--- config.mk ---
export PLATFORM = sky130hd
export DESIGN_NAME = cpu_run_ctrl
export DESIGN_NICKNAME = d
export VERILOG_FILES = /design/src/rtl/cpu_run_ctrl.sv
export SDC_FILE = /design/constraint.sdc
export NUM_CORES = 1
export LEC_CHECK = 0
export ABC_AREA = 1
export BUFFER_PORTS_ARGS = -buffer_cell sky130_fd_sc_hd__buf_2
export CORE_UTILIZATION = 50
export CTS_CLUSTER_SIZE = 12
export DETAILED_ROUTE_END_ITERATION = 8
export GPL_ROUTABILITY_DRIVEN = 1
export PLACE_DENSITY = 0.75
export SLEW_MARGIN = 40
export SYNTH_ARGS = -nofsm -noshare
export SYNTH_HDL_FRONTEND = slang
export SYNTH_SLANG_ARGS = --single-unit
--- constraint.sdc ---
create_clock -name clk -period 2.2 [get_ports clk]
set_input_delay 0.11 -clock clk [delete_from_list [all_inputs] [get_ports clk]]
set_output_delay 0.11 -clock clk [all_outputs]
set_load 0.01 [all_outputs]
--- src/rtl/cpu_run_ctrl.sv ---
// Run controller for the cpu core: pulses the core reset, supervises execution, captures halt PC or watchdog abort.
// Latency: cpu_rst_n low for RST_CYCLES cycles from the start edge; halt/timeout reflected on the edge that detects it.
// Backpressure: none; start is a single-cycle request honoured only in IDLE/HALTED/TOUT. Optional: `define PC_STALL_EN.
module cpu_run_ctrl #(
    parameter int RST_CYCLES = 2,
    parameter int TIMEOUT    = 65535,
    parameter int CNT_W      = 32
) (
    input  logic             clk,
    input  logic             rst_n,
    input  logic             start,
    input  logic             hlt,
    input  logic [15:0]      pc,
    output logic             cpu_rst_n,
    output logic             busy,
    output logic             done,
    output logic             timeout,
    output logic [15:0]      halt_pc,
    output logic [CNT_W-1:0] cycle_cnt
);

    typedef enum logic [2:0] {
        S_IDLE   = 3'd0,
        S_RESET  = 3'd1,
        S_RUN    = 3'd2,
        S_HALTED = 3'd3,
        S_TOUT   = 3'd4
    } state_t;

    // Reset counter only needs to hold RST_CYCLES-1.
    localparam int              RC_W    = (RST_CYCLES > 1) ? $clog2(RST_CYCLES) : 1;
    localparam logic [RC_W-1:0] RC_LOAD = RC_W'(RST_CYCLES - 1);
    localparam logic [CNT_W-1:0] TMO_VAL = CNT_W'(TIMEOUT);
    localparam logic [CNT_W-1:0] CNT_MAX = '1;
    localparam bit               WD_EN   = (TIMEOUT != 0);

    state_t            state, state_d;
    logic [RC_W-1:0]   rcnt, rcnt_d;
    logic              cpu_rst_n_d;
    logic              done_d;
    logic              timeout_d;
    logic [15:0]       halt_pc_d;
    logic [CNT_W-1:0]  cycle_cnt_d;
    logic [CNT_W-1:0]  cnt_inc;
    logic              wd_hit;

`ifdef PC_STALL_EN
    // Stall detection: counts consecutive RUN cycles (including the current one) with an unchanged pc.
    localparam logic [8:0] STALL_LIMIT = 9'd256;
    logic [8:0]  stall_cnt, stall_cnt_d;
    logic [8:0]  stall_next;
    logic [15:0] last_pc, last_pc_d;
`endif

    // Saturating increment and watchdog compare, shared by the RUN branch.
    always_comb begin
        cnt_inc = (cycle_cnt == CNT_MAX) ? cycle_cnt : cycle_cnt + CNT_W'(1);
        wd_hit  = WD_EN && (cycle_cnt != CNT_MAX) && (cnt_inc == TMO_VAL);
    end

    // Next-state and next-output logic; every registered output is computed here and flopped below.
    always_comb begin
        state_d     = state;
        rcnt_d      = rcnt;
        cpu_rst_n_d = cpu_rst_n;
        done_d      = done;
        timeout_d   = timeout;
        halt_pc_d   = halt_pc;
        cycle_cnt_d = cycle_cnt;
`ifdef PC_STALL_EN
        stall_cnt_d = stall_cnt;
        last_pc_d   = last_pc;
        stall_next  = ((stall_cnt != 9'd0) && (pc == last_pc)) ? stall_cnt + 9'd1 : 9'd1;
`endif

        case (state)
            S_IDLE, S_HALTED, S_TOUT: begin
                // HALTED keeps the core out of reset so it stays frozen on its own halt.
                cpu_rst_n_d = (state == S_HALTED);
                if (start) begin
                    state_d     = S_RESET;
                    cpu_rst_n_d = 1'b0;
                    done_d      = 1'b0;
                    timeout_d   = 1'b0;
                    cycle_cnt_d = '0;
                    halt_pc_d   = 16'h0000;
                    rcnt_d      = RC_LOAD;
                end
            end

            S_RESET: begin
                cpu_rst_n_d = 1'b0;
                if (rcnt == '0) begin
                    state_d     = S_RUN;
                    cpu_rst_n_d = 1'b1;
`ifdef PC_STALL_EN
                    stall_cnt_d = 9'd0;
`endif
                end else begin
                    rcnt_d = rcnt - RC_W'(1);
                end
            end

            S_RUN: begin
                cpu_rst_n_d = 1'b1;
                if (hlt) begin
                    // Halt takes priority over any abort condition in the same cycle.
                    state_d   = S_HALTED;
                    done_d    = 1'b1;
                    halt_pc_d = pc;
                end else begin
                    cycle_cnt_d = cnt_inc;
                    if (wd_hit) begin
                        state_d     = S_TOUT;
                        timeout_d   = 1'b1;
                        cpu_rst_n_d = 1'b0;
                    end
`ifdef PC_STALL_EN
                    stall_cnt_d = stall_next;
                    last_pc_d   = pc;
                    if (stall_next == STALL_LIMIT) begin
                        state_d     = S_TOUT;
                        timeout_d   = 1'b1;
                        cpu_rst_n_d = 1'b0;
                        halt_pc_d   = pc;
                    end
`endif
                end
            end

            default: begin
                state_d     = S_IDLE;
                cpu_rst_n_d = 1'b0;
            end
        endcase
    end

    // State and output registers; async reset forces the core into reset immediately.
    always_ff @(posedge clk or negedge rst_n) begin
        if (!rst_n) begin
            state     <= S_IDLE;
            rcnt      <= '0;
            cpu_rst_n <= 1'b0;
            done      <= 1'b0;
            timeout   <= 1'b0;
            halt_pc   <= 16'h0000;
            cycle_cnt <= '0;
`ifdef PC_STALL_EN
            stall_cnt <= 9'd0;
            last_pc   <= 16'h0000;
`endif
        end else begin
            state     <= state_d;
            rcnt      <= rcnt_d;
            cpu_rst_n <= cpu_rst_n_d;
            done      <= done_d;
            timeout   <= timeout_d;
            halt_pc   <= halt_pc_d;
            cycle_cnt <= cycle_cnt_d;
`ifdef PC_STALL_EN
            stall_cnt <= stall_cnt_d;
            last_pc   <= last_pc_d;
`endif
        end
    end

    // Busy is decoded from the registered state so it drops with the async reset.
    always_comb begin
        busy = (state == S_RESET) || (state == S_RUN);
    end

endmodule

==> results.yml, run 1 <==
run_status:
  status: "finished with violations"
  violations: "negative setup slack"
timing:
  hold_viol: 0
  worst_pin_slew_ns: 0.635
  fin_skew_ns: 0.00879
  setup_ws_ns: -0.0765
  whs_ns: 0.00307
  fmax_ghz: 0.439
  period_share_pct: 103
  min_period_ns: 2.28
  max_slew_margin_pct: 57.6
  final_max_slew_viol_count: 0
  grt_setup_unrepaired: "true"
  setup_viol: 3
worst_setup_path:
  r2r-end: "state[0]"
  r2r_start: "cycle_cnt[1]"
  rrSetupSlack_ns: -0.08
  cp-startpoint: "cycle_cnt[1]"
  r2r.worst_path.cells: 16
  crit_fanout: 6
  worstPathRequired_ns: 2.42
  worstSetupEndpointType: "register"
  startpoint_type: "register"
  crit_arrival_ns: 2.50
  criticalPathCategory: "register to register"
  cp-endpoint: "state[0]"
finish:
  syn_to_final_growth_pct: 43.5
  final_core_util_pct: 74.6
  final_area_um2: 5070
  drive_gt1_share_pct: 39.2
  final_cells: 780
  nets: 704
  n_antenna_cell: 0
  fillers: 545
cts:
  worstSkewPairLatency_ns: 0.32
  ctsHtreeMaxLevel: 2
  cts_tree: "yes"
  cts.path.max_buffers: 2
  tritoncts.num_buffers: 5
  clockRootBuffer: "clkbuf_8"
  cts.sinks: 55
  cts.clk_slew.worst_paths_ns: 0.11
floorplanning:
  pin_count: 72
  die_w_um: 86.0
  fp.dieArea_um2: 7400
  die_y_um: 86.0
  coreArea_um2: 6790
  row_count: 30
  start_util_pct: 52.0
placement:
  placed_area_um2: 4520
  dp.cells: 756
  gp_congestion: 0.967
  dp_hpwl_um: 9170
  pre_cts_ws_ns: -0.198
  io_buffers: 71
synth:
  syn_nets: 545
  synthCells: 524
  synth_most_common_cell: "nand2_1"
  avgSynthCellArea_um2: 6.74
  netlist.area_leader.share_pct: 39.0
  synth_area_leaders: "dfrtp_1 39%, nand2_1 18%, nor2_1 8.7%"
  synth.top_cells.by_count: "173 x nand2_1, 82 x nor2_1, 56 x inv_1, 55 x dfrtp_1, 47 x nand3_1"
  yosysSeqAreaShare_pct: 39.0
  async_flop_share_pct: 100
  ys.warnings.count: 0
  synth_area_um2: 3530
  synth_ff_type: "dfrtp_1"
  synth_edf_count: 0
  synthDistinctLibCells: 28
  synth_largest_area_cell: "dfrtp_1"
  yosys_register_bits: 55
drt:
  antenna_left: 0
  vias: 4271
  drcViolationCount: 0
  drt-pass1-iter-count: 5
  wirelength_um: 12600
  wl_per_cell_um: 16.2
  drt_iter0_markers: 307
  vias_per_cell: 5.48
power:
  p_leak_nw: 2.55
  powerDensity_nw_per_um2: 661
  ir_worst_vdd_v: 0.000864
grt:
  grt-ovfl-total: 0
  grtUsageTotal_pct: 33.5
  grt_pass1_wl_um: 19000
  grt_pass1_vias: 3998
  grt_max_degree: 31
  antenna_found_initial: 0
hold_path:
  min_path_type: "input pin to register"
  min_from: "pc[9]"
run:
  maxCapViolCount: 0
## flip-flops by register name, summed over array words and instances (netlist names)
name,count
state,3
done,1
halt_pc,16
rcnt,1
timeout,1
cycle_cnt,32
cpu_rst_n,1
## cells by family after synthesis
logic type / count (synthesis) / share of synthesized area (%)
AO/OA/AOI/OAI: 64 / 11.3
buffers and inverters: 71 / 8.33
AND/OR/NAND/NOR: 328 / 39.7
flip-flops: 55 / 39.0
XOR/XNOR: 5 / 1.24
adder cells (fa/ha/maj): 1 / 0.354
## metrics by stage
stage	TNS, ns	power (mW)
CTS	0	3.27
detailed placement	-0.726	2.66
finish	-0.155	3.35
global placement	-0.293	2.61
floorplan	0	2.13
global route	-0.808	3.54
## how the worst min path moves through the flow
stage                    end  slack [ns]  cells past startpoint
3_3_place_gp   cycle_cnt[15]        0.16                      1
5_1_grt           halt_pc[9]       0.005                      2
3_5_place_dp   cycle_cnt[15]        0.16                      1
2_1_floorplan      cpu_rst_n       -0.19                      0
6_report          halt_pc[9]       0.003                      2
4_1_cts          halt_pc[13]       0.008                      2
## final cells by class
type                            instances  area (um2)  share of cell area [%]
Clock buffer                            5        68.8                    1.36
Clock inverter                          3        22.5                   0.445
Inverter                               58         220                    4.35
Multi-Input combinational cell        401        2180                    43.0
Sequential cell                        55        1380                    27.2
Tap cell                               96         120                    2.37
Timing Repair Buffer                  162        1080                    21.2
## worst max-delay path, cell delays in order, from the launching register on
cell	delay [ns]
dfrtp_1	0.39
buf_6	0.12
ha_4	0.14
nand3_4	0.08
inv_4	0.08
nand2_4	0.07
nor2_8	0.23
nand2_4	0.13
nand2_2	0.09
buf_4	0.13
nand2_1	0.06
nor2_1	0.14
nand2_1	0.09
nor2_2	0.17
nand3_2	0.11
nand3_1	0.08
nand2_1	0.05
## placed cells by master, fill, tap and decap left out, types with 3 or more instances in the layout
master / instances
buf_6: 4
nor2_1: 45
dfrtp_1: 53
buf_4: 84
o21ai_0: 34
nand2_2: 28
nor2_2: 27
inv_2: 5
a21oi_1: 3
nand4_1: 5
xor2_1: 4
inv_1: 51
o22ai_1: 7
nand2_4: 6
nand3_2: 9
nand2_1: 151
buf_2: 71
clkbuf_8: 5
nor2_4: 15
a22o_1: 16
nand3_1: 39
## where the power goes
part | leakage [nW] | switching, mW | internal [mW]
Combinational | 1.75 | 0.856 | 0.529
Clock | 0.0489 | 0.382 | 0.232
Sequential | 0.745 | 0.134 | 1.22
Total | 2.55 | 1.37 | 1.98
## repair_timing
action | 4_1_cts | 5_1_grt
pin swaps | 9 | 20
endpoints found under the hold margin | 27 | 0
setup buffers | 2 | 10
cloned | 1 | 2
gates resized for setup | 20 | 81
setup endpoints to repair | 5 | 5
hold buffers | 1 | 0
## metal layers
metal / global-route usage (%) / part of all wire (%)
met1: 41.8 / 41
met2: 57.7 / 48
met3: 4.52 / 6.2
met4: 15.3 / 4.4
met5: 0 / 0
Power figures use the tool's default switching activity.
==> run 2: changes to the inputs <==
--- a/config.mk
+++ b/config.mk
@@ -7,11 +7,13 @@
 export LEC_CHECK = 0
 export ABC_AREA = 1
 export BUFFER_PORTS_ARGS = -buffer_cell sky130_fd_sc_hd__buf_2
-export CORE_UTILIZATION = 50
+export CELL_PAD_IN_SITES_DETAIL_PLACEMENT = 2
+export CELL_PAD_IN_SITES_GLOBAL_PLACEMENT = 2
+export CORE_UTILIZATION = 27
 export CTS_CLUSTER_SIZE = 12
 export DETAILED_ROUTE_END_ITERATION = 8
 export GPL_ROUTABILITY_DRIVEN = 1
-export PLACE_DENSITY = 0.75
+export PLACE_DENSITY = 0.74
 export SLEW_MARGIN = 40
 export SYNTH_ARGS = -nofsm -noshare
 export SYNTH_HDL_FRONTEND = slang
==> results.yml, run 2 (synthesis gave the netlist of run 1 again) <==
grt:
  grt_pass1_vias: 4962
  grtUsageTotal_pct: 27.9
  grt-ovfl-total: 0
  antenna_found_initial: 0
  grt_pass1_wl_um: 27500
  grt_max_degree: 31
timing:
  finalSetupTns_ns: -0.901
  min_period_ns: 2.44
  max_slew_margin_pct: 52.7
  fmax_ghz: 0.410
  worst_pin_slew_ns: 0.709
  fin_skew_ns: 0.0116
  setup_viol: 6
  whs_ns: 0.0136
  final_max_slew_viol_count: 0
  hold_viol: 0
  grt_setup_unrepaired: "true"
  setup_ws_ns: -0.237
  period_share_pct: 111
worst_setup_path:
  r2r_start: "cycle_cnt[0]"
  worstPathRequired_ns: 2.40
  cp-endpoint: "timeout"
  crit_arrival_ns: 2.64
  crit_fanout: 6
  r2r.worst_path.cells: 17
  rrSetupSlack_ns: -0.24
  criticalPathCategory: "register to register"
  worstSetupEndpointType: "register"
  r2r-end: "timeout"
  startpoint_type: "register"
  cp-startpoint: "cycle_cnt[0]"
floorplanning:
  pin_count: 72
  die_y_um: 116
  start_util_pct: 27.9
  die_w_um: 116
  coreArea_um2: 12700
  fp.dieArea_um2: 13500
  row_count: 41
finish:
  layout_common_cells: "145 x nand2_1, 118 x buf_4, 71 x buf_2"
  top_regs: "cycle_cnt: 32 flops, halt_pc: 16 flops, state: 3 flops"
  fillers: 1480
  syn_to_final_growth_pct: 66.6
  top_register: "cycle_cnt"
  nets: 745
  largest_reg_flops: 32
  n_antenna_cell: 0
  drive_gt1_share_pct: 48.0
  final_area_um2: 5880
  layout_commonest_cell: "nand2_1"
  final_core_util_pct: 46.4
drt:
  wirelength_um: 20200
  vias: 4594
  drt-pass1-iter-count: 4
  antenna_left: 0
  vias_per_cell: 5.12
  drcViolationCount: 0
  wl_per_cell_um: 22.5
  drt_iter0_markers: 238
power:
  powerDensity_nw_per_um2: 689
  ir_worst_vdd_v: 0.000603
  p_leak_nw: 2.89
placement:
  gp_congestion: 0.931
  dp_hpwl_um: 13300
  io_buffers: 71
  placed_area_um2: 4880
cts:
  clockRootBuffer: "clkbuf_16"
  cts.sinks: 55
  cts.clk_slew.worst_paths_ns: 0.08
  ctsHtreeMaxLevel: 2
  cts_tree: "yes"
  tritoncts.num_buffers: 5
  worstSkewPairLatency_ns: 0.32
  cts.path.max_buffers: 2
run_status:
  status: "finished with violations"
  violations: "negative setup slack"
hold_path:
  min_path_type: "input pin to register"
run:
  maxCapViolCount: 0
run 2: cell count changes in the layout (fill, tap and decap cells not counted), sizes merged:
cell    before  now
clkbuf       5    6
inv         59   58
bufinv       0    1
buf        161  201
run 2: cell type report:
| cell class | count | area, um2 | share of cell area, % |
|---|---|---|---|
| timing repair buffer | 203 | 1460 | 24.9 |
| inverter | 58 | 220 | 3.74 |
| multi-input combinational | 401 | 2420 | 41.2 |
| clock inverter | 3 | 47.5 | 0.809 |
| tap | 172 | 215 | 3.66 |
| sequential | 55 | 1380 | 23.5 |
| clock buffer | 5 | 125 | 2.13 |
run 2: power by group:
| group | leakage [nW] | internal [mW] | total (mW) | switching [mW] |
|---|---|---|---|---|
| registers | 0.739 | 1.22 | 1.38 | 0.159 |
| clock network | 0.0844 | 0.546 | 0.988 | 0.442 |
| logic | 2.07 | 0.641 | 1.68 | 1.04 |
| total | 2.89 | 2.41 | 4.05 | 1.64 |
run 2: worst min path at each step:
stage	start	to	slack [ns]	depth (start not counted)
final	pc[7]	halt_pc[7]	0.01	2
after global routing	pc[1]	halt_pc[1]	0.02	2
after CTS	pc[7]	halt_pc[7]	0.01	2
after detailed placement	rst_n	cycle_cnt[14]	0.20	1
after global placement	rst_n	cycle_cnt[14]	0.19	1
after floorplan	rst_n	cpu_rst_n	-0.19	0
run 2: what timing repair did:
| action | in CTS | in global routing |
|---|---|---|
| setup buffers | 8 | 12 |
| hold endpoints to repair | 25 | 0 |
| gates cloned | 1 | 3 |
| setup endpoints to repair | 6 | 22 |
| hold buffers | 1 | 0 |
| pin swaps | 15 | 39 |
| resized for setup | 56 | 108 |
run 2: through the flow:
stage               setup WS [ns]  power, mW  cells
finish                     -0.237       4.05    897
global route               -0.338       4.24    897
CTS                       -0.0397       3.93    882
detailed placement         -0.418       2.89    864
global placement           -0.259       2.79    864
floorplan                  0.0294       2.13    524
run 2: layer usage:
| layer | wire, um | track usage [%] | vias to the layer above |
|---|---|---|---|
| met1 | 7880 | 31.4 | 2333 |
| met5 | 0 | 0 | - |
| met2 | 10800 | 51.8 | 134 |
| met4 | 848 | 11.8 | 0 |
| met3 | 737 | 4.67 | 49 |
| li1 | - | - | 2078 |
run 2: worst max-delay path, stage by stage, from the launching register on:
cell	delay, ns
dfrtp_1	0.49
ha_4	0.21
nand3_4	0.11
inv_4	0.08
nand2_4	0.06
nor2_8	0.14
buf_6	0.14
nand2_8	0.09
nand2_2	0.12
nand2_1	0.10
nor2_2	0.14
nand2_2	0.11
nor2_2	0.15
nand3_2	0.09
nand2_2	0.11
nand2_2	0.05
nand2_1	0.07
nand2_1	0.06
==> run 3: changes to the inputs <==
--- a/config.mk
+++ b/config.mk
@@ -13,7 +13,7 @@
 export CTS_CLUSTER_SIZE = 12
 export DETAILED_ROUTE_END_ITERATION = 8
 export GPL_ROUTABILITY_DRIVEN = 1
-export PLACE_DENSITY = 0.74
+export PLACE_DENSITY = 0.73
 export SLEW_MARGIN = 40
 export SYNTH_ARGS = -nofsm -noshare
 export SYNTH_HDL_FRONTEND = slang
==> results.yml, run 3 (synthesis gave the netlist of run 1 again) <==
power:
  ir_worst_vdd_v: 0.000645
  p_leak_nw: 2.95
  powerDensity_nw_per_um2: 661
timing:
  min_period_ns: 2.55
  period_share_pct: 116
  final_max_slew_viol_count: 0
  max_slew_margin_pct: 50.8
  setup_ws_ns: -0.351
  worst_pin_slew_ns: 0.737
  fmax_ghz: 0.392
  setup_viol: 6
  hold_viol: 0
  finalSetupTns_ns: -1.36
  fin_skew_ns: 0.0126
  grt_setup_unrepaired: "true"
cts:
  cts.sinks: 55
  clockRootBuffer: "clkbuf_16"
  worstSkewPairLatency_ns: 0.33
  cts_tree: "yes"
  tritoncts.num_buffers: 5
  cts.clk_slew.worst_paths_ns: 0.08
  cts.path.max_buffers: 2
  ctsHtreeMaxLevel: 2
drt:
  vias_per_cell: 5.23
  wirelength_um: 22000
  drt_iter0_markers: 173
  antenna_left: 0
  vias: 4722
  drt-pass1-iter-count: 4
  wl_per_cell_um: 24.4
  drcViolationCount: 0
floorplanning:
  row_count: 41
  pin_count: 72
  start_util_pct: 27.9
  fp.dieArea_um2: 13500
  coreArea_um2: 12700
  die_w_um: 116
  die_y_um: 116
grt:
  grtUsageTotal_pct: 28.3
  grt-ovfl-total: 0
  grt_pass1_wl_um: 28200
  antenna_found_initial: 0
  grt_max_degree: 31
  grt_pass1_vias: 5081
placement:
  gp_congestion: 0.902
  dp_hpwl_um: 13200
  io_buffers: 71
finish:
  syn_to_final_growth_pct: 70.3
  top_register: "cycle_cnt"
  seq_area_um2: 1380
  top_regs: "cycle_cnt: 32 flops, halt_pc: 16 flops, state: 3 flops"
  n_antenna_cell: 0
  largest_reg_flops: 32
  nets: 751
  multiInputGateArea_um2: 2530
  final_core_util_pct: 47.4
  layout_common_cells: "133 x nand2_1, 122 x buf_4, 71 x buf_2"
  fillers: 1462
  layout_commonest_cell: "nand2_1"
  drive_gt1_share_pct: 51.0
worst_setup_path:
  criticalPathCategory: "register to register"
  crit_fanout: 5
  worstSetupEndpointType: "register"
  crit_arrival_ns: 2.75
  startpoint_type: "register"
  worstPathRequired_ns: 2.40
run:
  maxCapViolCount: 0
run_status:
  violations: "negative setup slack"
  status: "finished with violations"
hold_path:
  min_path_type: "input pin to register"
run 3: cell types whose count changed in the layout (fill, tap and decap cells not counted), moves of 4 or more:
cell / delta
dfrtp_2: -4
dfrtp_1: +4
nor2_4: +11
nor2_1: -13
buf_4: +4
nand2_2: +12
nand2_1: -12
run 3: final timing paths:
check,start,to,slack (ns),cells after the start
setup / recovery,cycle_cnt[24],timeout,-0.35,16
min in group asynchronous,rst_n,cycle_cnt[13],0.37,2
setup reg to reg,cycle_cnt[24],timeout,-0.35,16
hold reg to reg,halt_pc[2],halt_pc[2],0.50,1
hold / removal,pc[6],halt_pc[6],0.003,2
max in group asynchronous,rst_n,cycle_cnt[2],1.19,3
run 3: routing by layer:
| layer | part of all wire (%) | track usage, % | vias to the layer above |
|---|---|---|---|
| met2 | 52 | 50.6 | 180 |
| met1 | 38 | 33.0 | 2373 |
| met5 | 0 | 0 | - |
| li1 | - | - | 2084 |
| met3 | 4.4 | 3.74 | 85 |
| met4 | 6.2 | 14.2 | 0 |
run 3: power by group:
part,switching [mW],total [mW],leakage (nW),internal (mW)
logic,1.05,1.69,2.13,0.644
registers,0.161,1.38,0.745,1.22
clock network,0.473,0.903,0.0700,0.430
total,1.69,3.98,2.95,2.29
run 3: repair_timing:
action	in CTS	in global routing
setup endpoints to repair	5	17
gates resized for setup	77	119
pin swaps	22	47
gates cloned	3	0
endpoints found under the hold margin	25	0
setup buffers	15	23
hold buffers	1	0
run 3: metrics by stage:
| stage | power, mW | hold WS [ns] | setup WS, ns | instances | cell area (um2) |
|---|---|---|---|---|---|
| after floorplan | 2.13 | -0.186 | 0.0294 | 524 | 3530 |
| after global placement | 2.75 | 0.185 | -0.139 | 854 | 4800 |
| after detailed placement | 2.84 | 0.197 | -0.303 | 854 | 4800 |
| after CTS | 3.76 | 0.0157 | -0.0253 | 881 | 5390 |
| after global routing | 4.16 | 0.00940 | -0.405 | 903 | 6010 |
| final | 3.98 | 0.00286 | -0.351 | 903 | 6010 |
run 3: worst max-delay path: stages, from the launching register on:
cell	delay [ns]
dfrtp_1	0.41
nand2_1	0.14
nor2_2	0.18
nand2_2	0.14
nor2_4	0.23
buf_12	0.15
nand2_8	0.07
nand2_1	0.12
inv_1	0.10
nor2_2	0.17
nand3_4	0.11
nor2_4	0.12
nand3_2	0.12
nand2_2	0.10
nand2_1	0.05
nand2_1	0.10
nand2_1	0.10
run 3: layout make-up:
| cell class | count | share of cell area [%] |
|---|---|---|
| clock buffers | 5 | 2.08 |
| inverters | 58 | 3.71 |
| clock inverters | 3 | 0.416 |
| multi-input cells | 401 | 42.1 |
| well taps | 172 | 3.58 |
| flip-flops and latches | 55 | 22.9 |
| repair buffers | 209 | 25.1 |
